--- src/rtl/isr_sched.sv ---
// isr_sched: round-robin scheduler that time-shares one integer-square-root
// unit among NREQ requesters, with a per-job timeout and a held response.
module isr_sched #(
    parameter int unsigned NREQ    = 4,
    parameter int unsigned TIMEOUT = 600
) (
    input  logic                    clock,
    input  logic                    reset,
    input  logic [NREQ-1:0]         req_valid,
    input  logic [64*NREQ-1:0]      req_value,
    output logic [NREQ-1:0]         req_ready,
    output logic                    rsp_valid,
    input  logic                    rsp_ready,
    output logic [$clog2(NREQ)-1:0] rsp_id,
    output logic [31:0]             rsp_result,
    output logic                    rsp_err,
    output logic                    isr_reset,
    output logic [63:0]             isr_value,
    input  logic                    isr_done,
    input  logic [31:0]             isr_result,
    output logic                    busy
);
    localparam int unsigned IDW = $clog2(NREQ);
    localparam int unsigned CW  = $clog2(TIMEOUT + 1);

    typedef enum logic [1:0] {
        ST_IDLE = 2'd0,
        ST_LOAD = 2'd1,
        ST_RUN  = 2'd2,
        ST_RESP = 2'd3
    } state_t;

    state_t           r_state;
    state_t           w_state_nxt;
    logic [IDW-1:0]   r_rr_ptr;
    logic [CW-1:0]    r_cnt;
    logic             r_idle_hold;
    logic [63:0]      r_isr_value;
    logic [IDW-1:0]   r_rsp_id;
    logic [31:0]      r_rsp_result;
    logic             r_rsp_err;
    logic             r_rsp_valid;
    logic             r_busy;
    logic             r_isr_reset;

    logic             w_any;
    logic [IDW-1:0]   w_gnt_idx;
    logic             w_grant;
    logic             w_done_ok;
    logic             w_timeout;
    logic [63:0]      w_vals [NREQ];

    for (genvar j = 0; j < NREQ; j++) begin : g_slice
        assign w_vals[j] = req_value[64*j +: 64];
    end

    // Round-robin search starting at r_rr_ptr
    always_comb begin : arb
        w_any     = 1'b0;
        w_gnt_idx = '0;
        for (int unsigned i = 0; i < NREQ; i++) begin
            if (!w_any && req_valid[IDW'((32'(r_rr_ptr) + i) % NREQ)]) begin
                w_any     = 1'b1;
                w_gnt_idx = IDW'((32'(r_rr_ptr) + i) % NREQ);
            end
        end
    end

    // One idle cycle after each response before granting again
    assign w_grant   = (r_state == ST_IDLE) && !r_idle_hold && w_any;
    assign req_ready = (w_grant && reset) ? (NREQ'(1) << w_gnt_idx) : '0;

    always_ff @(posedge clock) begin : state_reg
        if (!reset) begin
            r_state <= ST_IDLE;
        end else begin
            r_state <= w_state_nxt;
        end
    end

    always_comb begin : fsm_next
        w_state_nxt = r_state;
        w_done_ok   = 1'b0;
        w_timeout   = 1'b0;
        case (r_state)
            ST_IDLE: begin
                if (w_grant) begin
                    w_state_nxt = ST_LOAD;
                end
            end
            ST_LOAD: w_state_nxt = ST_RUN;
            ST_RUN: begin
                // A done seen in the first RUN cycle may be left over from the previous job
                w_done_ok = isr_done && (r_cnt != '0);
                w_timeout = !w_done_ok && (r_cnt == CW'(TIMEOUT - 1));
                if (w_done_ok || w_timeout) begin
                    w_state_nxt = ST_RESP;
                end
            end
            ST_RESP: begin
                if (rsp_ready) begin
                    w_state_nxt = ST_IDLE;
                end
            end
            default: w_state_nxt = ST_IDLE;
        endcase
    end

    always_ff @(posedge clock) begin : datapath
        if (!reset) begin
            r_rr_ptr     <= '0;
            r_cnt        <= '0;
            r_idle_hold  <= 1'b0;
            r_isr_value  <= '0;
            r_rsp_id     <= '0;
            r_rsp_result <= '0;
            r_rsp_err    <= 1'b0;
            r_rsp_valid  <= 1'b0;
            r_busy       <= 1'b0;
            r_isr_reset  <= 1'b1;
        end else begin
            r_rsp_valid <= (w_state_nxt == ST_RESP);
            r_busy      <= (w_state_nxt != ST_IDLE);
            r_isr_reset <= (w_state_nxt != ST_RUN);
            r_idle_hold <= (r_state == ST_RESP) && rsp_ready;

            if (w_grant) begin
                r_isr_value <= w_vals[w_gnt_idx];
                r_rsp_id    <= w_gnt_idx;
                r_rr_ptr    <= (w_gnt_idx == IDW'(NREQ - 1)) ? '0 : w_gnt_idx + IDW'(1);
            end

            if (r_state == ST_RUN) begin
                r_cnt <= r_cnt + CW'(1);
            end else begin
                r_cnt <= '0;
            end

            if (w_done_ok) begin
                r_rsp_result <= isr_result;
                r_rsp_err    <= 1'b0;
            end else if (w_timeout) begin
                r_rsp_result <= '0;
                r_rsp_err    <= 1'b1;
            end
        end
    end

    assign rsp_valid  = r_rsp_valid;
    assign rsp_id     = r_rsp_id;
    assign rsp_result = r_rsp_result;
    assign rsp_err    = r_rsp_err;
    assign isr_reset  = r_isr_reset;
    assign isr_value  = r_isr_value;
    assign busy       = r_busy;

endmodule

--- config.mk ---
export PLATFORM = sky130hd
export DESIGN_NAME = isr_sched
export DESIGN_NICKNAME = d
export VERILOG_FILES = /design/src/rtl/isr_sched.sv
export SDC_FILE = /design/constraint.sdc
export NUM_CORES = 1
export LEC_CHECK = 0
export ABC_AREA = 1
export CELL_PAD_IN_SITES_DETAIL_PLACEMENT = 1
export CELL_PAD_IN_SITES_GLOBAL_PLACEMENT = 2
export CORE_AREA = 4 4 218 178
export CTS_BUF_LIST = sky130_fd_sc_hd__clkbuf_4
export CTS_CLUSTER_DIAMETER = 80
export CTS_CLUSTER_SIZE = 12
export DETAILED_ROUTE_END_ITERATION = 10
export DIE_AREA = 0 0 222 182
export GPL_TIMING_DRIVEN = 1
export PLACE_DENSITY = 0.84
export SLEW_MARGIN = 30
export SYNTH_ARGS = -nofsm -noshare
export SYNTH_HDL_FRONTEND = slang
export SYNTH_SLANG_ARGS = --single-unit
export TNS_END_PERCENT = 20
--- constraint.sdc ---
create_clock -name clock -period 5.4 [get_ports clock]
set_input_delay 1.08 -clock clock [delete_from_list [all_inputs] [get_ports clock]]
set_output_delay 1.08 -clock clock [all_outputs]
set_load 0.01 [all_outputs]
Word level (Yosys, flattened, before mapping)
Cells that the tools add are included.
{"block": "word_totals", "output_inout_bits": 106, "inputBits": 296, "wordCells": 81, "reg_bits": 117}
{"block": "classes", "addsub": 5, "magnitude_cmp": 5, "bitwise_logic": 2, "reduce_logical": 21, "shift": 1, "n_mux": 29, "eq_ne": 7}
{"op": "64-bit binary-select mux with 2-bit select", "n": 1}
{"op": "64-bit 2-to-1 mux", "n": 2}
{"op": "32-bit 2-to-1 mux", "n": 2}
{"op": "2-bit 2-to-1 mux", "n": 8}
{"op": "2-bit by 3-bit less-than comparator with 1-bit output (second input constant)", "n": 4}
{"op": "10-bit by 1-bit adder with 10-bit output (second input constant)", "n": 1}
{"op": "10-bit == test (second input constant)", "n": 1}
{"op": "1-bit 2-to-1 mux", "n": 10}
{"op": "10-bit nonzero test", "n": 1}
{"op": "1-bit logical AND", "n": 9}
{"op": "1-bit binary-select mux with 2-bit select", "n": 4}
{"op": "2-bit == test (second input constant)", "n": 4}
{"op": "2-bit one-hot mux with 4 select lines", "n": 1}
{"op": "1-bit logical NOT", "n": 5}
{"op": "2-bit by 1-bit adder with 2-bit output (second input constant)", "n": 2}
{"op": "2-bit adder (second input constant)", "n": 2}
{"op": "4-bit 2-to-1 mux", "n": 1}
{"op": "2-bit nonzero test", "n": 2}
{"op": "1-bit by 2-bit left shift with 4-bit output (first input constant)", "n": 1}
{"op": "3-bit >= comparator (second input constant)", "n": 1}
{"op": "2-bit inverter with 3-bit output", "n": 1}
{"op": "2-bit by 1-bit == test with 1-bit output (second input constant)", "n": 1}
{"op": "2-bit logical NOT", "n": 1}
{"op": "2-bit inequality test (second input constant)", "n": 1}
{"op": "4 further kinds", "n": 4}

Logic depth before layout (Yosys ltp)
Gate-level depths: netlist of run 1.
{"block": "logic_depth", "word_depth": 16, "ltp_mapped": 16, "ltp_nobuf": 15}

Worst setup path after synthesis of run 1
OpenSTA, ideal clock, no wires.
{"block": "synth_path", "path_type": "input -> output", "startpoint": "input req_valid[3]", "endpoint": "output req_ready[3]", "stages": 13, "arrival_time_ns": 2.435, "required_ns": 4.320, "path_buffers": 1, "setup_slack_ns": 1.885, "path_cell_list": "inv_1 > nand2_1 > nand3_1 > nand2_2 > nor2_4 > nand3_2 > nand3_2 > nand2_4 > inv_2 > buf_2 > ha_1 > inv_1 > nor2_1"}
{"block": "synth_between", "word_cells_on_any_way": 26, "classes_between": "shift: 1; mux: 17; reduce/logical: 8"}
{"item": "from (decl)", "line_no": "9", "text": "input logic [NREQ-1:0] req_valid,"}
{"item": "1-bit binary-select mux with 2-bit select", "line_no": "62", "text": "if (!w_any && req_valid[IDW'((32'(r_rr_ptr) + i) % NREQ)]) begin"}
{"item": "1-bit 2-to-1 mux (implied by the code)", "line_no": "62"}
{"item": "1-bit 2-to-1 mux", "line_no": "62"}
{"item": "1-bit logical NOT", "line_no": "62"}
{"item": "1-bit logical AND", "line_no": "62"}
{"item": "1-bit 2-to-1 mux", "line_no": "62"}
{"item": "1-bit logical NOT", "line_no": "62"}
{"item": "1-bit logical AND", "line_no": "62"}
{"item": "1-bit 2-to-1 mux", "line_no": "62"}
{"item": "1-bit logical NOT", "line_no": "62"}
{"item": "1-bit logical AND", "line_no": "62"}
{"item": "2-bit 2-to-1 mux *", "line_no": "62"}
{"item": "net w_gnt_idx[1]", "line_no": "47", "text": "logic [IDW-1:0] w_gnt_idx;"}
{"item": "1-bit by 2-bit left shift with 4-bit output *", "line_no": "71", "text": "assign req_ready = (w_grant && reset) ? (NREQ'(1) << w_gnt_idx) : '0;"}
{"item": "4-bit 2-to-1 mux *", "line_no": "71"}
{"item": "to (decl)", "line_no": "11", "text": "output logic [NREQ-1:0] req_ready,"}
The timed path passes the listed nets; every way through them passes the cells marked *. The select of a mux whose other input is x is not followed.

Worst setup path in the final report of run 1
{"block": "layout_path", "startpoint": "input req_valid[1]", "endpoint": "output req_ready[1]"}
{"block": "layout_between", "elab_chain_cells": 15, "word_cells_on_any_way": 26, "classes_between": "shift: 1; mux: 17; reduce/logical: 8"}
{"item": "1-bit binary-select mux with 2-bit select", "line_no": "62"}
{"item": "1-bit 2-to-1 mux (implied by the code)", "line_no": "62"}
{"item": "1-bit 2-to-1 mux", "line_no": "62"}
{"item": "1-bit logical NOT", "line_no": "62"}
{"item": "1-bit logical AND", "line_no": "62"}
{"item": "1-bit 2-to-1 mux", "line_no": "62"}
{"item": "1-bit logical NOT", "line_no": "62"}
{"item": "1-bit logical AND", "line_no": "62"}
{"item": "1-bit 2-to-1 mux", "line_no": "62"}
{"item": "1-bit logical NOT", "line_no": "62"}
{"item": "1-bit logical AND", "line_no": "62"}
{"item": "1-bit 2-to-1 mux", "line_no": "62"}
{"item": "1-bit logical AND", "line_no": "70", "text": "assign w_grant = (r_state == ST_IDLE) && !r_idle_hold && w_any;"}
{"item": "1-bit logical AND", "line_no": "71"}
{"item": "4-bit 2-to-1 mux *", "line_no": "71"}
Mark *: on every way between the ends. The rest lies on a longest branch, timed or not. The select of a mux whose other input is x is not followed.

==> results of run 1 <==
registers in the layout (all words and copies together) (netlist names), 2 cells and up:
name / count
r_state: 2
r_cnt: 10
rsp_result: 32
isr_value: 64
rsp_id: 2
r_rr_ptr: 2
worst min-delay path by stage:
stage          slack (ps)  cells after the start  startpoint        to
2_1_floorplan         430                      1    r_cnt[0]  r_cnt[0]
3_3_place_gp          440                      1    r_cnt[0]  r_cnt[0]
3_5_place_dp          460                      1    r_cnt[0]  r_cnt[0]
4_1_cts               480                      2    r_cnt[6]  r_cnt[7]
5_1_grt               500                      2     rsp_err   rsp_err
6_report              480                      2    r_cnt[6]  r_cnt[7]
power breakdown:
part           internal (mW)  leakage, nW  switching [mW]  total [mW]
logic                   1.39         4.41            2.32        3.71
registers               1.09        0.962           0.128        1.22
clock network          0.333        0.166           0.414       0.747
total                   2.82         5.54            2.86        5.68
cells in the mapped netlist, types with 8 or more instances:
cell      number
nand2_1      337
nand3_1      202
inv_1        184
nor2_1       145
dfxtp_1      117
a21oi_1       43
nand4_1       35
clkbuf_1      33
nand3b_1      33
nor3b_1       25
buf_2         23
buf_4         13
buf_6         11
o21ai_0        8
critical path: stages:
cell             delay (ps)
clkdlybuf4s50_1         430
inv_1                    80
nand2_1                  70
nand3_1                 140
nand2_2                 100
nor2_4                  160
nand3_2                 100
nand2_2                 100
nand2_4                  60
inv_2                   280
ha_1                    220
inv_1                    40
nor2_1                  210
clkdlybuf4s50_1         610
area by class of cell:
cell class / instances / area [µm²]
fill: 4684 / 24400
clock inverter: 15 / 191
antenna: 4 / 10.0
timing repair buffer: 419 / 4150
clock buffer: 17 / 128
sequential: 117 / 2340
multi-input combinational: 867 / 4070
inverter: 190 / 714
tap: 487 / 609
stage by stage:
step,area [µm²],std cells,utilization (%),hold WS (ps)
2_1_floorplan,7590,1257,-,430
5_1_grt,12200,2116,33.4,504
4_1_cts,12200,2112,33.4,483
3_5_place_dp,11900,2080,32.5,464
3_3_place_gp,11900,2080,32.5,442
6_report,12200,2116,33.4,481
routing by layer:
metal  wire length, µm  track usage, %  part of all wire [%]
met1             15500            21.1                    44
met4               604            4.59                   1.7
met5                13               0                 0.037
met2             16900            28.3                    48
met3              1990            4.77                   5.7
cell families (layout without fill, tap and decap cells):
kind of cell / count (synthesis) / after routing
simple gates: 802 / 802
buf+inv: 273 / 641
flops: 117 / 117
compound gates: 58 / 58
fa+ha+maj: 6 / 6
xor+xnor: 1 / 1
other cells: 0 / 4
==> flow_summary_export.csv, run 1 <==
group,metric,value,unit
run_status,status,"complete, no violations",
drt,drt-pass1-iter-count,4,
synthesis,synth_compound_area_share,4.01,%
worst_setup_path,timing.rr.end,"isr_value[62]",
global_route,grt_max_degree,97,
placement,portBuffers,401,
cts,clock_path_buffers,2,
worst_setup_path,cp-startpoint,"req_valid[1]",
placement,dp_hpwl,26400,µm
worst_setup_path,start_kind,"input pin",
worst_setup_path,crit_required,4320,ps
synthesis,synthTopCellsByArea,"dfxtp_1, nand2_1, nand3_1, inv_1, nor2_1",
worst_setup_path,worst_ep_arrival_time,3680,ps
sta,fin_crit,4760,ps
synthesis,synth_edf_count,0,
worst_setup_path,worst-setup-path-type,"in -> out",
cts,ctsHtreeMaxLevel,4,
synthesis,synth_mux_area_share,0,%
sta,skew,32.5,ps
drt,postRouteAntennaNets,0,
placement,dp_slack,642,ps
synthesis,synth_top_area_share,30.9,%
pwr,p_per_area,465,nW/µm²
synthesis,ys_async_sr_fraction,0,%
layout,layout_commonest_cell,"clkdlybuf4s50_1",
cts,cts_root_buf,"clkbuf_4",
pwr,total_leakage_power,5.54,nW
synthesis,synth.ff_latch_count,117,
sta,slew_headroom,43.7,%
drt,routed_wirelength,35000,µm
worst_setup_path,worst-r2r-cell-count,11,
flow_run,maxCapViolations,0,
synthesis,synth_ff_type,"dfxtp_1",
floorplan,core-area,36600,µm²
synthesis,synth_top_cell_by_area,"dfxtp_1",
cts,post_cts_resized,0,
floorplan,initial_core_util,20.8,%
synthesis,synth_cells,1257,
synthesis,synth_area_per_cell,6.04,µm²
synthesis,ys_types,31,
cts,cts_tree,"done",
floorplan,die_y,182,µm
synthesis,synth_top_family_by_area,"simple AND/OR/NAND/NOR gates",
worst_setup_path,rrSetupSlack,2150,ps
pwr,ir_drop,0.329,mV
synthesis,syn_nets,1559,
sta,drv_slew,0,
synthesis,synthAdderAreaFrac,0.989,%
layout,finalNetCount,1914,
worst_setup_path,crit_path_end,"req_ready[1]",
layout,final_cell_mix,"clkdlybuf4s50_1, nand2_1, nand3_1, inv_1, nor2_1",
pwr,power,5.68,mW
global_route,grt_pass1_vias,9670,
drt,drt_iter0_markers,358,
sta,tightest_slew,844,ps
synthesis,ys_warn_count,0,
sta,fmax,210,MHz
cts,hold_buffers,0,
cts,cts.clk_slew.worst_paths,150,ps
sta,final_hold_viol_count,0,
floorplan,rows,63,
worst_hold_path,worstHoldPathType,"reg -> reg",
floorplan,die_area,40400,µm²
sta,finalSetupViolCount,0,
layout,area_growth,60.9,%
cts,clock-sinks,117,
synthesis,synth-simple-area-share,48.4,%
drt,via_per_inst,4.38,
sta,fin_ws,644,ps
drt,drc,0,
layout,layout-drive-gt1-share,4.43,%
worst_setup_path,end_kind,"output pin",
global_route,grt_pass1_wl,54500,µm
global_route,track_usage,16.8,%
floorplan,die_x,222,µm
sta,rsz0062_at_grt,"false",
global_route,antenna_found_initial,6,
synthesis,synthXorXnorAreaFrac,0.115,%
sta,fin_crit_sh,88.1,%
placement,gp_congestion,0.786,
worst_setup_path,cp_max_fo,18,
synthesis,yosysSeqAreaShare,30.9,%
synthesis,synthesis.area,7590,µm²
drt,wl_per_cell,16.5,µm
worst_setup_path,r2r_start,"r_rr_ptr[0]",
sta,tns,0,ps
drt,vias,9271,
floorplan,pin_count,402,
cts,cts_buffers,17,
cts,clk_latency,550,ps
cts,cts_setup_buffers,0,
global_route,grt_overflow,0,
Power figures use the tool's default switching activity.
==> run 2, diff against run 1 <==
REMOVE_ABC_BUFFERS = 1   (was default)
==> flow_summary_export.csv, run 2 (same netlist as run 1, synthesis figures left out) <==
group,metric,value,unit
run_status,status,"complete, no violations",
layout,largest_reg_flops,64,
pwr,power,5.58,mW
drt,via_per_inst,4.40,
cts,cts_root_buf,"clkbuf_4",
worst_setup_path,rrSetupSlack,1800,ps
worst_hold_path,worstHoldPathType,"reg -> reg",
layout,seqCellArea,2340,µm²
cts,clock-sinks,117,
sta,tns,0,ps
cts,cts.clk_slew.worst_paths,120,ps
global_route,antenna_found_initial,6,
global_route,track_usage,16.7,%
layout,postLayoutCellArea,12200,µm²
global_route,grt_overflow,0,
sta,drv_slew,0,
drt,postRouteAntennaNets,0,
drt,vias,9302,
cts,clk_latency,550,ps
drt,drc,0,
sta,slew_headroom,44.9,%
cts,hold_buffers,0,
layout,final_util,33.2,%
sta,fin_crit,4870,ps
floorplan,rows,63,
worst_setup_path,worst_ep_arrival_time,3790,ps
sta,finalSetupViolCount,0,
layout,final_cell_mix,"clkdlybuf4s50_1, nand2_1, nand3_1, inv_1, nor2_1",
placement,dp_hpwl,27200,µm
layout,area_growth,60.2,%
pwr,p_per_area,459,nW/µm²
worst_setup_path,worst-setup-path-type,"in -> out",
sta,skew,21.7,ps
placement,portBuffers,401,
floorplan,core-area,36600,µm²
layout,nFillCells,4697,
worst_setup_path,end_kind,"output pin",
worst_setup_path,crit_required,4320,ps
drt,drt-pass1-iter-count,4,
drt,drt_iter0_markers,458,
cts,post_cts_resized,0,
layout,layout_commonest_cell,"clkdlybuf4s50_1",
drt,routed_wirelength,35300,µm
floorplan,die_area,40400,µm²
layout,multi_input_area,4080,µm²
floorplan,pin_count,402,
sta,rsz0062_at_grt,"false",
floorplan,initial_core_util,20.8,%
cts,clock_path_buffers,2,
floorplan,die_y,182,µm
global_route,grt_pass1_vias,9551,
layout,finalNetCount,1915,
pwr,ir_drop,0.367,mV
cts,cts_setup_buffers,0,
cts,cts_buffers,17,
global_route,grt_max_degree,77,
placement,gp_congestion,0.807,
pwr,total_leakage_power,5.52,nW
cts,ctsHtreeMaxLevel,4,
placement,dp_slack,594,ps
drt,wl_per_cell,16.7,µm
floorplan,die_x,222,µm
worst_setup_path,start_kind,"input pin",
worst_setup_path,cp_max_fo,20,
sta,fin_ws,531,ps
placement,dpl-instance-area,11900,µm²
cts,cts_tree,"done",
sta,fmax,205,MHz
flow_run,maxCapViolations,0,
sta,final_hold_viol_count,0,
sta,tightest_slew,827,ps
sta,fin_crit_sh,90.2,%
layout,layout-drive-gt1-share,4.37,%
global_route,grt_pass1_wl,53900,µm
-- run 2: worst max-delay path, stage by stage --
cell	delay, ps
clkdlybuf4s50_1	430
inv_1	90
nand2_1	70
nand3_1	140
nand2_2	100
nor2_4	160
nand4_1	190
nand2_4	150
buf_4	290
ha_1	200
inv_1	40
nor2_1	220
clkdlybuf4s50_1	610
-- run 2: metrics by stage --
step,hold WS (ps),instances
2_1_floorplan,430,1174
3_3_place_gp,444,2081
3_5_place_dp,455,2081
4_1_cts,480,2112
5_1_grt,496,2114
6_report,477,2114
-- run 2: cell type report --
class / instances / share of cell area (%)
repair buffers: 420 / 34.1
multi-input cells: 867 / 33.5
flip-flops and latches: 117 / 19.3
inverters: 190 / 5.87
well taps: 487 / 5.01
clock inverters: 14 / 1.09
clock buffers: 17 / 1.05
diodes: 2 / 0.0412
-- run 2: per-layer routing --
layer	up-vias	share of wire [%]	global-route usage (%)	wire length, µm
met5	-	0.14	0	48
met4	8	0.88	2.48	312
met3	26	6.7	5.38	2360
met2	231	48	28.6	17100
met1	4381	44	21.0	15500
li1	4656	-	-	-
-- run 2: worst paths after layout --
path                                    from      endpoint  cells after the start
worst max-delay path            req_valid[3]  req_ready[1]                     13
worst min-delay path                 rsp_err       rsp_err                      2
worst max register to register   r_rr_ptr[0]  isr_value[4]                     16
worst min register to register       rsp_err       rsp_err                      2
-- run 2: power by group --
group / internal, mW / switching, mW
sequential: 1.09 / 0.123
combinational: 1.39 / 2.34
clock: 0.231 / 0.402
total: 2.72 / 2.86
==> run 3, diff against run 2 <==
RECOVER_POWER = 100   (was default)
==> flow_summary_export.csv, run 3 (same netlist as run 1, synthesis figures left out) <==
group,metric,value,unit
run_status,status,"complete, but fails checks",
run_status,violations,"capacitance limit, slew limit",
worst_setup_path,timing.rr.end,"isr_value[4]",
worst_setup_path,crit_path_end,"req_ready[1]",
sta,slew_headroom,-34.0,%
sta,fin_crit_sh,92.5,%
worst_setup_path,slowest_stage,"clkdlybuf4s50_1",
layout,area_growth,59.9,%
worst_setup_path,worst-r2r-cell-count,16,
layout,final_cell_mix,"nand2_1, clkdlybuf4s50_1, nand3_1, inv_1, nor2_1",
cts,clock-sinks,117,
cts,ctsHtreeMaxLevel,4,
worst_setup_path,r2r_start,"r_rr_ptr[0]",
global_route,grt_pass1_vias,9551,
worst_setup_path,crit_required,4320,ps
worst_setup_path,max_stage_delay,620,ps
global_route,track_usage,16.7,%
floorplan,die_y,182,µm
sta,final_hold_viol_count,0,
pwr,combPwrFrac,66.6,%
flow_run,maxCapViolations,3,
placement,portBuffers,401,
cts,clock_path_buffers,2,
layout,nFillCells,4701,
pwr,clkPwrFrac,11.5,%
drt,wl_per_cell,16.7,µm
placement,gp_congestion,0.807,
layout,largest_reg_flops,64,
cts,cts_root_buf,"clkbuf_4",
floorplan,initial_core_util,20.8,%
sta,drv_slew,186,
pwr,total_leakage_power,5.77,nW
pwr,ir_drop,0.377,mV
cts,cts_buffers,17,
drt,postRouteAntennaNets,0,
worst_setup_path,start_kind,"input pin",
global_route,grt_overflow,0,
floorplan,die_x,222,µm
worst_setup_path,worst-path-stages,13,
placement,dp_slack,594,ps
drt,routed-wl-met3,2290,µm
sta,skew,21.5,ps
sta,rsz0062_at_grt,"false",
drt,drt-pass1-iter-count,5,
worst_setup_path,critical_path_buf_inv_count,5,
worst_setup_path,cp-startpoint,"req_valid[2]",
global_route,grt_max_degree,77,
worst_setup_path,worst_ep_arrival_time,3910,ps
pwr,power.switching,2.84,mW
cts,cts_setup_buffers,0,
floorplan,pin_count,402,
drt,wl_met1,15500,µm
pwr,power,5.50,mW
worst_hold_path,worstHoldPathType,"reg -> reg",
sta,tightest_slew,2010,ps
pwr,power_frac_seq,21.9,%
worst_setup_path,cp_top_family,"buffers and inverters",
pwr,p_sw_share,51.6,%
global_route,antenna_found_initial,6,
drt,drt_iter0_markers,441,
drt,wl_met2,17100,µm
layout,layout_commonest_cell,"nand2_1",
layout,layout-drive-gt1-share,3.94,%
worst_setup_path,rrSetupSlack,1200,ps
worst_setup_path,end_kind,"output pin",
layout,finalNetCount,1915,
sta,fin_crit,4990,ps
drt,vias,9282,
worst_setup_path,cp_max_fo,20,
global_route,grt_pass1_wl,53900,µm
sta,fmax,200,MHz
drt,maxUsedRoutingLayer,"met5",
drt,drc,0,
pwr,p_per_area,453,nW/µm²
pwr,p_int,2.66,mW
floorplan,die_area,40400,µm²
cts,post_cts_resized,0,
worst_setup_path,worstPathCellList,"dlygate4sd3_1 > inv_1 > nand2_1 > nand3_1 > nand2_1 > nor2_4 > nand4_1 > nand2_4 > buf_4 > ha_1 > inv_1 > nor2_1 > clkdlybuf4s50_1",
cts,cts.clk_slew.worst_paths,120,ps
drt,via_per_inst,4.39,
worst_setup_path,worst-setup-path-type,"in -> out",
cts,clk_latency,550,ps
floorplan,core-area,36600,µm²
cts,hold_buffers,0,
cts,cts_tree,"done",
sta,fin_ws,407,ps
placement,dp_hpwl,27200,µm
drt,routed_wirelength,35300,µm
floorplan,rows,63,
sta,finalSetupViolCount,0,
## run 3: worst min-delay path: cells and delay by family (launching register included)
family,cells,cell delay [ps]
simple gates,1,60
flops,1,330
compound gates,1,50
## run 3: stage by stage
step	util, %	TNS, ps	area, µm²	hold slack, ps	cells
after floorplan	-	-516	7120	430	1174
after global placement	32.5	0	11900	444	2081
after detailed placement	32.5	0	11900	455	2081
after CTS	33.2	0	12200	480	2112
after global routing	33.2	0	12100	494	2114
final	33.2	0	12100	475	2114
## run 3: worst min path at each step
stage	startpoint	end	slack, ps	depth (start not counted)
floorplan	r_cnt[0]	r_cnt[0]	430	1
global placement	r_cnt[0]	r_cnt[0]	440	1
detailed placement	r_cnt[0]	r_cnt[0]	460	1
CTS	rsp_err	rsp_err	480	2
global route	rsp_err	rsp_err	490	2
finish	rsp_err	rsp_err	470	2
## run 3: cell type report
cell class	count	area [µm²]	area share, %
sequential	117	2340	19.3
tap	487	609	5.02
timing repair buffer	420	4140	34.1
multi-input combinational	867	4070	33.5
clock buffer	17	128	1.05
inverter	190	713	5.88
clock inverter	14	133	1.09
antenna	2	5.00	0.0412
## run 3: power by group through the flow
stage | logic, mW | registers (mW) | clock network (mW)
CTS | 3.82 | 1.22 | 0.680
floorplan | 2.07 | 1.31 | 0
detailed placement | 3.80 | 1.23 | 0
finish | 3.67 | 1.21 | 0.630
global placement | 3.75 | 1.23 | 0
global route | 4.15 | 1.24 | 0.712
## run 3: routing by layer
layer	up-vias	global-route usage, %
met1	4367	21.0
met3	26	5.38
met5	-	0
met2	225	28.6
li1	4656	-
met4	8	2.48
